File: config.mk
export PLATFORM = sky130hd
export DESIGN_NAME = debouncer
export DESIGN_NICKNAME = d
export VERILOG_FILES = /design/src/rtl/debouncer_pkg.sv /design/src/rtl/debouncer_synchronizer.sv /design/src/rtl/debouncer.sv
export SDC_FILE = /design/constraint.sdc
export NUM_CORES = 1
export LEC_CHECK = 0
export CELL_PAD_IN_SITES_DETAIL_PLACEMENT = 2
export CELL_PAD_IN_SITES_GLOBAL_PLACEMENT = 2
export CORE_MARGIN = 2
export CORE_UTILIZATION = 40
export CTS_BUF_LIST = sky130_fd_sc_hd__clkbuf_4 sky130_fd_sc_hd__clkbuf_8 sky130_fd_sc_hd__clkbuf_16
export DETAILED_ROUTE_END_ITERATION = 16
export PLACE_DENSITY_LB_ADDON = 0.1
export SLEW_MARGIN = 20
export SYNTH_ARGS = -nofsm -noshare
export SYNTH_HDL_FRONTEND = slang
export SYNTH_SLANG_ARGS = --single-unit
File: constraint.sdc
create_clock -name clk -period 4.5 [get_ports clk]
set_clock_uncertainty 0.2 [all_clocks]
set_input_delay 0.675 -clock clk [delete_from_list [all_inputs] [get_ports clk]]
set_output_delay 0.675 -clock clk [all_outputs]
set_load 0.01 [all_outputs]
File: src/rtl/debouncer_pkg.sv
// Shared board-timing constants and width helpers for the debouncer.
package debouncer_pkg;

  // At 12.5 MHz this gives a 5 ms sample tick.
  localparam int unsigned BoardSampleCntMax = 62500;
  // 200 stable samples of 5 ms each declare a press (about 1 s).
  localparam int unsigned BoardPulseCntMax  = 200;

  // Bits needed to hold the values 0..n-1. Never returns less than 1.
  function automatic int unsigned cnt_width(input int unsigned n);
    return (n > 1) ? $clog2(n) : 1;
  endfunction

endpackage

File: src/rtl/debouncer_synchronizer.sv
// Two-flop synchronizer for asynchronous inputs. The async reset clears both stages.
module debouncer_synchronizer #(
  parameter int unsigned WIDTH = 1
) (
  input  logic             clk,
  input  logic             rst_n,
  input  logic [WIDTH-1:0] d,
  output logic [WIDTH-1:0] q
);

  logic [WIDTH-1:0] sync1_q;
  logic [WIDTH-1:0] sync2_q;

  // Metastability chain: only the second stage goes downstream.
  always_ff @(posedge clk or negedge rst_n) begin
    if (!rst_n) begin
      sync1_q <= '0;
      sync2_q <= '0;
    end else begin
      sync1_q <= d;
      sync2_q <= sync1_q;
    end
  end

  assign q = sync2_q;

endmodule

File: src/rtl/debouncer.sv
// Per-bit push-button debouncer. Each bit passes through a 2-flop synchronizer.
// A saturating counter then counts consecutive high samples taken on a shared
// slow tick. A low sample clears the counter at once, so a release is seen
// quickly. Release bounce only re-arms the counter.
module debouncer
  import debouncer_pkg::*;
#(
  parameter int unsigned WIDTH          = 1,
  parameter int unsigned SAMPLE_CNT_MAX = BoardSampleCntMax,
  parameter int unsigned PULSE_CNT_MAX  = BoardPulseCntMax
) (
  input  logic             clk,
  input  logic             rst_n,
  input  logic [WIDTH-1:0] glitchy_signal,
  output logic [WIDTH-1:0] debounced_signal
);

  localparam int unsigned SampleW = cnt_width(SAMPLE_CNT_MAX);
  localparam int unsigned PulseW  = cnt_width(PULSE_CNT_MAX + 1);

  localparam logic [SampleW-1:0] SampleLast = SampleW'(SAMPLE_CNT_MAX - 1);
  localparam logic [PulseW-1:0]  PulseSat   = PulseW'(PULSE_CNT_MAX);

  logic [WIDTH-1:0]             sync;
  logic [SampleW-1:0]           sample_cnt_q;
  logic [SampleW-1:0]           sample_cnt_d;
  logic                         sample_tick;
  logic [WIDTH-1:0][PulseW-1:0] cnt_q;
  logic [WIDTH-1:0][PulseW-1:0] cnt_d;

  debouncer_synchronizer #(
    .WIDTH (WIDTH)
  ) u_sync (
    .clk   (clk),
    .rst_n (rst_n),
    .d     (glitchy_signal),
    .q     (sync)
  );

  // Shared sample-tick divider: counts 0..SAMPLE_CNT_MAX-1 and wraps.
  always_comb begin
    sample_tick  = (sample_cnt_q == SampleLast);
    sample_cnt_d = sample_tick ? '0 : sample_cnt_q + SampleW'(1);
  end

  // Divider state; reset restarts the tick phase from zero.
  always_ff @(posedge clk or negedge rst_n) begin
    if (!rst_n) begin
      sample_cnt_q <= '0;
    end else begin
      sample_cnt_q <= sample_cnt_d;
    end
  end

  // Per-bit stable-high counter: a low sync clears it (this wins over a tick).
  // Otherwise it increments on a tick and saturates at PULSE_CNT_MAX.
  always_comb begin
    cnt_d = cnt_q;
    for (int i = 0; i < int'(WIDTH); i++) begin
      if (!sync[i]) begin
        cnt_d[i] = '0;
      end else if (sample_tick && (cnt_q[i] != PulseSat)) begin
        cnt_d[i] = cnt_q[i] + PulseW'(1);
      end
    end
  end

  // Pulse counter registers.
  always_ff @(posedge clk or negedge rst_n) begin
    if (!rst_n) begin
      cnt_q <= '0;
    end else begin
      cnt_q <= cnt_d;
    end
  end

  // Output decoded purely from registered counts; no path from the raw inputs.
  always_comb begin
    debounced_signal = '0;
    for (int i = 0; i < int'(WIDTH); i++) begin
      debounced_signal[i] = (cnt_q[i] == PulseSat);
    end
  end

endmodule

==> impl_metrics.env, run 1 <==
export IMPL_clk_latency_ns=0.33
export IMPL_synth_warning_count=0
export IMPL_clk_pin_slew_ns=0.14
export IMPL_fp_dieW_um=60.3
export IMPL_ctsResizeCount=0
export IMPL_drive_above_1_share=0.0698
export IMPL_die_h_um=60.3
export IMPL_r2r_cells=5
export IMPL_fmax_ghz=0.307
export IMPL_holdPathEnd="u_sync.q"
export IMPL_antenna_cells=0
export IMPL_synth_seq_cells=26
export IMPL_synth_top_cell_area_share=0.513
export IMPL_synthMuxAreaShare=0.0158
export IMPL_netlist_top_cells_area="dfrtp_1 51%, xnor2_1 6.2%, nand3_1 3.6%"
export IMPL_cts_buffer_depth=2
export IMPL_io_pins=4
export IMPL_fin_nets=136
export IMPL_synth_adder_area_share=0.0296
export IMPL_synth_xor_area_frac=0.0829
export IMPL_tightest_slew_ns=0.776
export IMPL_syn_num_nets=130
export IMPL_synth_compound_area_frac=0.0632
export IMPL_reg2reg_from="sample_cnt_q[0]"
export IMPL_numPortBuffers=3
export IMPL_cts_setup_buffers=0
export IMPL_fin_setup_tns_ns=0
export IMPL_setup_viol=0
export IMPL_slew_violations=0
export IMPL_nFillCells=321
export IMPL_worstSetupPathType="reg2out"
export IMPL_area_growth_pct=8.98
export IMPL_regToRegEndpoint="cnt_q[5]"
export IMPL_postRouteAntennaNets=0
export IMPL_cts_buffers=3
export IMPL_wl_mm=2.87
export IMPL_vias=958
export IMPL_synth_edf_count=0
export IMPL_vias_per_cell=5.54
export IMPL_status="complete, no violations"
export IMPL_relSlewSlack=0.478
export IMPL_syn_area_per_cell_um2=10.2
export IMPL_routabilityCongestion=0.691
export IMPL_grt_start_max_net_pins=18
export IMPL_vdd_drop_max_uv=148
export IMPL_cts_tree="done"
export IMPL_yosysMostFrequentCell="dfrtp_1"
export IMPL_post_place_ws_ns=1.61
export IMPL_power_per_cell_area_nw_per_um2=267
export IMPL_cts_root_buf="clkbuf_4"
export IMPL_ys_seq_area_frac=0.513
export IMPL_track_usage=0.184
export IMPL_drc_errors=0
export IMPL_cts_sinks=26
export IMPL_drv_cap=0
export IMPL_fp_row_count=20
export IMPL_synth_top_flop_cell="dfrtp_1"
export IMPL_period_needed_ns=3.25
export IMPL_htreeDepth=1
export IMPL_required_ns=3.62
export IMPL_synth_top_family_by_area="simple AND/OR/NAND/NOR gates"
export IMPL_synth_cell_types=26
export IMPL_wl_per_cell_um=16.6
export IMPL_netlist_area_um2=1270
export IMPL_hold_viol=0
export IMPL_start_kind="flop"
export IMPL_critPathArrivalTime_ns=2.38
export IMPL_hpwl_mm=2.10
export IMPL_grt_overflow=0
export IMPL_initial_core_util=0.419
export IMPL_grt_pass1_wl_mm=4.94
export IMPL_yosys_area_top_type="dfrtp_1"
export IMPL_hold_class="reg2reg"
export IMPL_period_share=0.723
export IMPL_r2r_slack_ns=1.98
export IMPL_core_area_um2=3030
export IMPL_min_path_cells=0
export IMPL_antenna_found_initial=0
export IMPL_drtPass1Iterations=4
export IMPL_syn_inst=124
export IMPL_synth_simple_area_share=0.271
export IMPL_setup_slack_ns=1.25
export IMPL_cp_end_kind="output pin"
export IMPL_crit_path_max_fanout=6
export IMPL_rsz0062_at_grt="false"
export IMPL_leakage_uw=0.000554
export IMPL_synth_common_cells="26 x dfrtp_1, 10 x nand2_1, 9 x nand3_1, 9 x xnor2_1, 8 x nor2_1"
export IMPL_dieArea_um2=3630
export IMPL_holdBufCountCts=0
export IMPL_grt_pass1_vias=1005
export IMPL_synth_async_reset_ratio=1.00
export IMPL_min_from="u_sync.sync1_q"
export IMPL_drt_iter0_drc=50
==> how the worst max path moves through the flow <==
stage | from | end | slack (ns) | cells after the start
final | cnt_q[0] | debounced_signal | 1.25 | 5
after global routing | cnt_q[0] | debounced_signal | 1.04 | 5
after CTS | cnt_q[0] | debounced_signal | 1.23 | 5
after detailed placement | cnt_q[0] | debounced_signal | 1.61 | 5
after global placement | cnt_q[0] | debounced_signal | 1.80 | 5
after floorplan | cnt_q[0] | debounced_signal | 2.38 | 4
==> metal layers <==
metal / vias to the layer above / share of wire / global-route usage
li1: 456 / - / -
met1: 493 / 0.53 / 0.276
met2: 5 / 0.45 / 0.278
met3: 4 / 0.011 / 0.0195
met4: 0 / 0.0087 / 0.0571
met5: - / 0 / 0
==> flip-flops by register name, indices dropped and copies added (netlist names) <==
register,count
u_sync.sync1_q,1
sample_cnt_q,16
u_sync.q,1
cnt_q,8
==> power by group <==
group	leakage [uW]	internal, uW	switching (uW)
combinational	0.000189	2.41	6.04
sequential	0.000344	235	0.757
clock	0.0000210	49.5	75.0
total	0.000554	287	81.8
==> kinds of logic after synthesis <==
kind of cell,after synthesis
flops,26
buf+inv,7
xor+xnor,12
simple gates,59
compound gates,15
mux,2
fa+ha+maj,3
==> worst max-delay path, cell delays in order, from the launching register on <==
cell and delay, ns:
dfrtp_1 0.45, inv_1 0.07, ha_1 0.15, nand2_1 0.06
nor4_1 0.65, clkdlybuf4s50_1 0.67
==> per-stage QoR <==
stage | hold slack [ns] | instances | power (uW) | area [um2] | utilization
3_3_place_gp | 0.147 | 169 | 248 | 1350 | 0.444
6_report | 0.176 | 173 | 368 | 1380 | 0.456
2_1_floorplan | 0.131 | 124 | 241 | 1270 | -
4_1_cts | 0.179 | 173 | 370 | 1380 | 0.456
5_1_grt | 0.197 | 173 | 377 | 1380 | 0.456
3_5_place_dp | 0.136 | 169 | 249 | 1350 | 0.444
==> final cells by class <==
cell class / count / area [um2] / share of cell area
flip-flops and latches: 26 / 651 / 0.471
repair buffers: 4 / 37.5 / 0.0272
inverters: 4 / 15.0 / 0.0109
clock buffers: 4 / 36.3 / 0.0263
multi-input cells: 91 / 587 / 0.425
well taps: 44 / 55.1 / 0.0399
==> cells in the final DEF (no fill, tap or decap) <==
cell and n:
and2_1 1, nand2b_1 2, or2_2 1, o31ai_1 2, nor2_1 8, nand3_1 9
clkbuf_4 3, or4_1 4, nand2_1 10, nand3b_1 2, and4bb_2 1, mux2i_1 2
o21ai_0 6, ha_1 3, inv_1 4, nand4_1 7, or3_1 3, and3_1 2
nor4_1 4, nor4b_2 2, a21oi_1 7, nor3_1 2, dfrtp_1 26, xor2_1 3
buf_4 1, and4_1 1, clkdlybuf4s50_1 3, xnor2_1 9, clkbuf_8 1
Power figures use the tool's default switching activity.
==> run 2: changes to the inputs <==
--- a/config.mk
+++ b/config.mk
@@ -8,7 +8,7 @@
 export CELL_PAD_IN_SITES_DETAIL_PLACEMENT = 2
 export CELL_PAD_IN_SITES_GLOBAL_PLACEMENT = 2
 export CORE_MARGIN = 2
-export CORE_UTILIZATION = 40
+export CORE_UTILIZATION = 35
 export CTS_BUF_LIST = sky130_fd_sc_hd__clkbuf_4 sky130_fd_sc_hd__clkbuf_8 sky130_fd_sc_hd__clkbuf_16
 export DETAILED_ROUTE_END_ITERATION = 16
 export PLACE_DENSITY_LB_ADDON = 0.1
==> constraint.sdc (replaced) <==
create_clock -name clk -period 2.8 [get_ports clk]
set_clock_uncertainty 0.2 [all_clocks]
set_input_delay 0.42 -clock clk [delete_from_list [all_inputs] [get_ports clk]]
set_output_delay 0.42 -clock clk [all_outputs]
set_load 0.01 [all_outputs]
==> run 2 against run 1 <==
  * Non-clock buffer count grew 1
  * Core utilization shrank 4.9 points
  * Critical path type unchanged
  * Die area grew 13%
  * Largest cell class unchanged
  * Critical path depth is the same
  * Wire length shrank 1.1%
==> impl_metrics.env, run 2 (synthesized netlist as in run 1, its figures left out) <==
export IMPL_setup_slack_ns=0.221
export IMPL_final_cell_mix="26 x dfrtp_1, 10 x nand2_1, 9 x nand3_1, 9 x xnor2_1, 8 x nor2_1"
export IMPL_worstSetupPathType="reg2out"
export IMPL_io_pins=4
export IMPL_power_per_cell_area_nw_per_um2=420
export IMPL_grt_overflow=0
export IMPL_vdd_drop_max_uv=272
export IMPL_cts_tree="done"
export IMPL_holdBufCountCts=0
export IMPL_die_h_um=64.2
export IMPL_core_area_um2=3420
export IMPL_fmax_ghz=0.388
export IMPL_slowest_delay_ns=0.60
export IMPL_drtPass1Iterations=4
export IMPL_routabilityCongestion=0.735
export IMPL_grt_start_max_net_pins=27
export IMPL_vias=955
export IMPL_layout_commonest_cell="dfrtp_1"
export IMPL_vias_per_cell=5.43
export IMPL_rsz0062_at_grt="false"
export IMPL_hold_class="reg2reg"
export IMPL_grt_pass1_wl_mm=5.07
export IMPL_met3_usage=0.0387
export IMPL_postRouteAntennaNets=0
export IMPL_period_share=0.921
export IMPL_wl_per_cell_um=16.1
export IMPL_cts_buffers=3
export IMPL_total_power_uw=585
export IMPL_required_ns=2.18
export IMPL_slew_violations=0
export IMPL_period_needed_ns=2.58
export IMPL_fin_nets=137
export IMPL_start_kind="flop"
export IMPL_crit_path_start="cnt_q[0]"
export IMPL_critPathArrivalTime_ns=1.96
export IMPL_reg2reg_from="sample_cnt_q[0]"
export IMPL_drc_errors=0
export IMPL_worstPathCellList="inv_1, ha_1, nand2_1, nor4_1, clkdlybuf4s50_1"
export IMPL_initial_core_util=0.371
export IMPL_fp_dieW_um=64.2
export IMPL_status="complete, no violations"
export IMPL_largest_registers="sample_cnt_q x16, cnt_q x8"
export IMPL_leakage_uw=0.000560
export IMPL_antenna_cells=0
export IMPL_cts_sinks=26
export IMPL_numPortBuffers=3
export IMPL_track_usage=0.162
export IMPL_dieArea_um2=4120
export IMPL_post_place_ws_ns=0.347
export IMPL_clk_latency_ns=0.33
export IMPL_area_growth_pct=9.77
export IMPL_min_from="u_sync.sync1_q"
export IMPL_busiest_layer="met2"
export IMPL_place_area_um2=1360
export IMPL_finish_instance_area_um2=1390
export IMPL_clk_pin_slew_ns=0.14
export IMPL_drv_cap=0
export IMPL_cts_buffer_depth=2
export IMPL_cts_setup_buffers=0
export IMPL_crit_path_max_fanout=5
export IMPL_wl_mm=2.84
export IMPL_grtUsageMet2=0.249
export IMPL_hold_viol=0
export IMPL_met1_usage=0.223
export IMPL_cp_end_kind="output pin"
export IMPL_regMostFlops="sample_cnt_q"
export IMPL_setup_viol=0
export IMPL_hpwl_mm=2.11
export IMPL_drive_above_1_share=0.0769
export IMPL_fin_setup_tns_ns=0
export IMPL_relSlewSlack=0.685
export IMPL_drt_iter0_drc=9
export IMPL_antenna_found_initial=0
export IMPL_tightest_slew_ns=0.471
export IMPL_cts_root_buf="clkbuf_4"
export IMPL_worst_path_max_delay_cell="clkdlybuf4s50_1"
export IMPL_ctsResizeCount=0
export IMPL_htreeDepth=1
export IMPL_grt_pass1_vias=1060
export IMPL_largest_reg_flops=16
export IMPL_fp_row_count=21
-- run 2: cell count changes in the layout (fill, tap and decap cells not counted) --
cell and change:
buf_4 +1
-- run 2: metal layers --
metal / up-vias / wire (um)
met3: 5 / 69
li1: 462 / -
met1: 482 / 1390
met2: 6 / 1340
met5: - / 0
met4: 0 / 40
-- run 2: cell type report --
cell class	count	area, um2
repair buffers	5	45.0
flip-flops and latches	26	651
fillers	389	2020
clock buffers	4	36.3
multi-input cells	91	587
well taps	46	57.6
inverters	4	15.0
-- run 2: report_power, final --
part / internal [uW] / total, uW / switching, uW
Clock: 79.7 / 193 / 114
Combinational: 3.87 / 13.4 / 9.51
Sequential: 377 / 378 / 1.12
Total: 461 / 585 / 124
-- run 2: critical path: cells and delay by family, from the launching register on --
kind	cells	cell delay [ns]
DFF	1	0.45
and+or+nand+nor	2	0.37
buffers and inverters	2	0.68
adders and majority gates	1	0.14
-- run 2: worst paths after layout --
| kind | cells past startpoint | end | slack (ns) |
|---|---|---|---|
| max | 5 | debounced_signal | 0.22 |
| min | 0 | u_sync.q | 0.17 |
| max reg2reg | 5 | cnt_q[7] | 0.36 |
| min reg2reg | 0 | u_sync.q | 0.17 |
| max in group asynchronous | 2 | sample_cnt_q[5] | 1.90 |
| min in group asynchronous | 2 | cnt_q[7] | 0.23 |
-- run 2: stage by stage --
stage	hold slack (ns)	instances	util
final	0.171	176	0.407
after global routing	0.188	176	0.407
after CTS	0.175	176	0.407
after detailed placement	0.143	172	0.397
after global placement	0.138	172	0.397
after floorplan	-0.0756	124	-
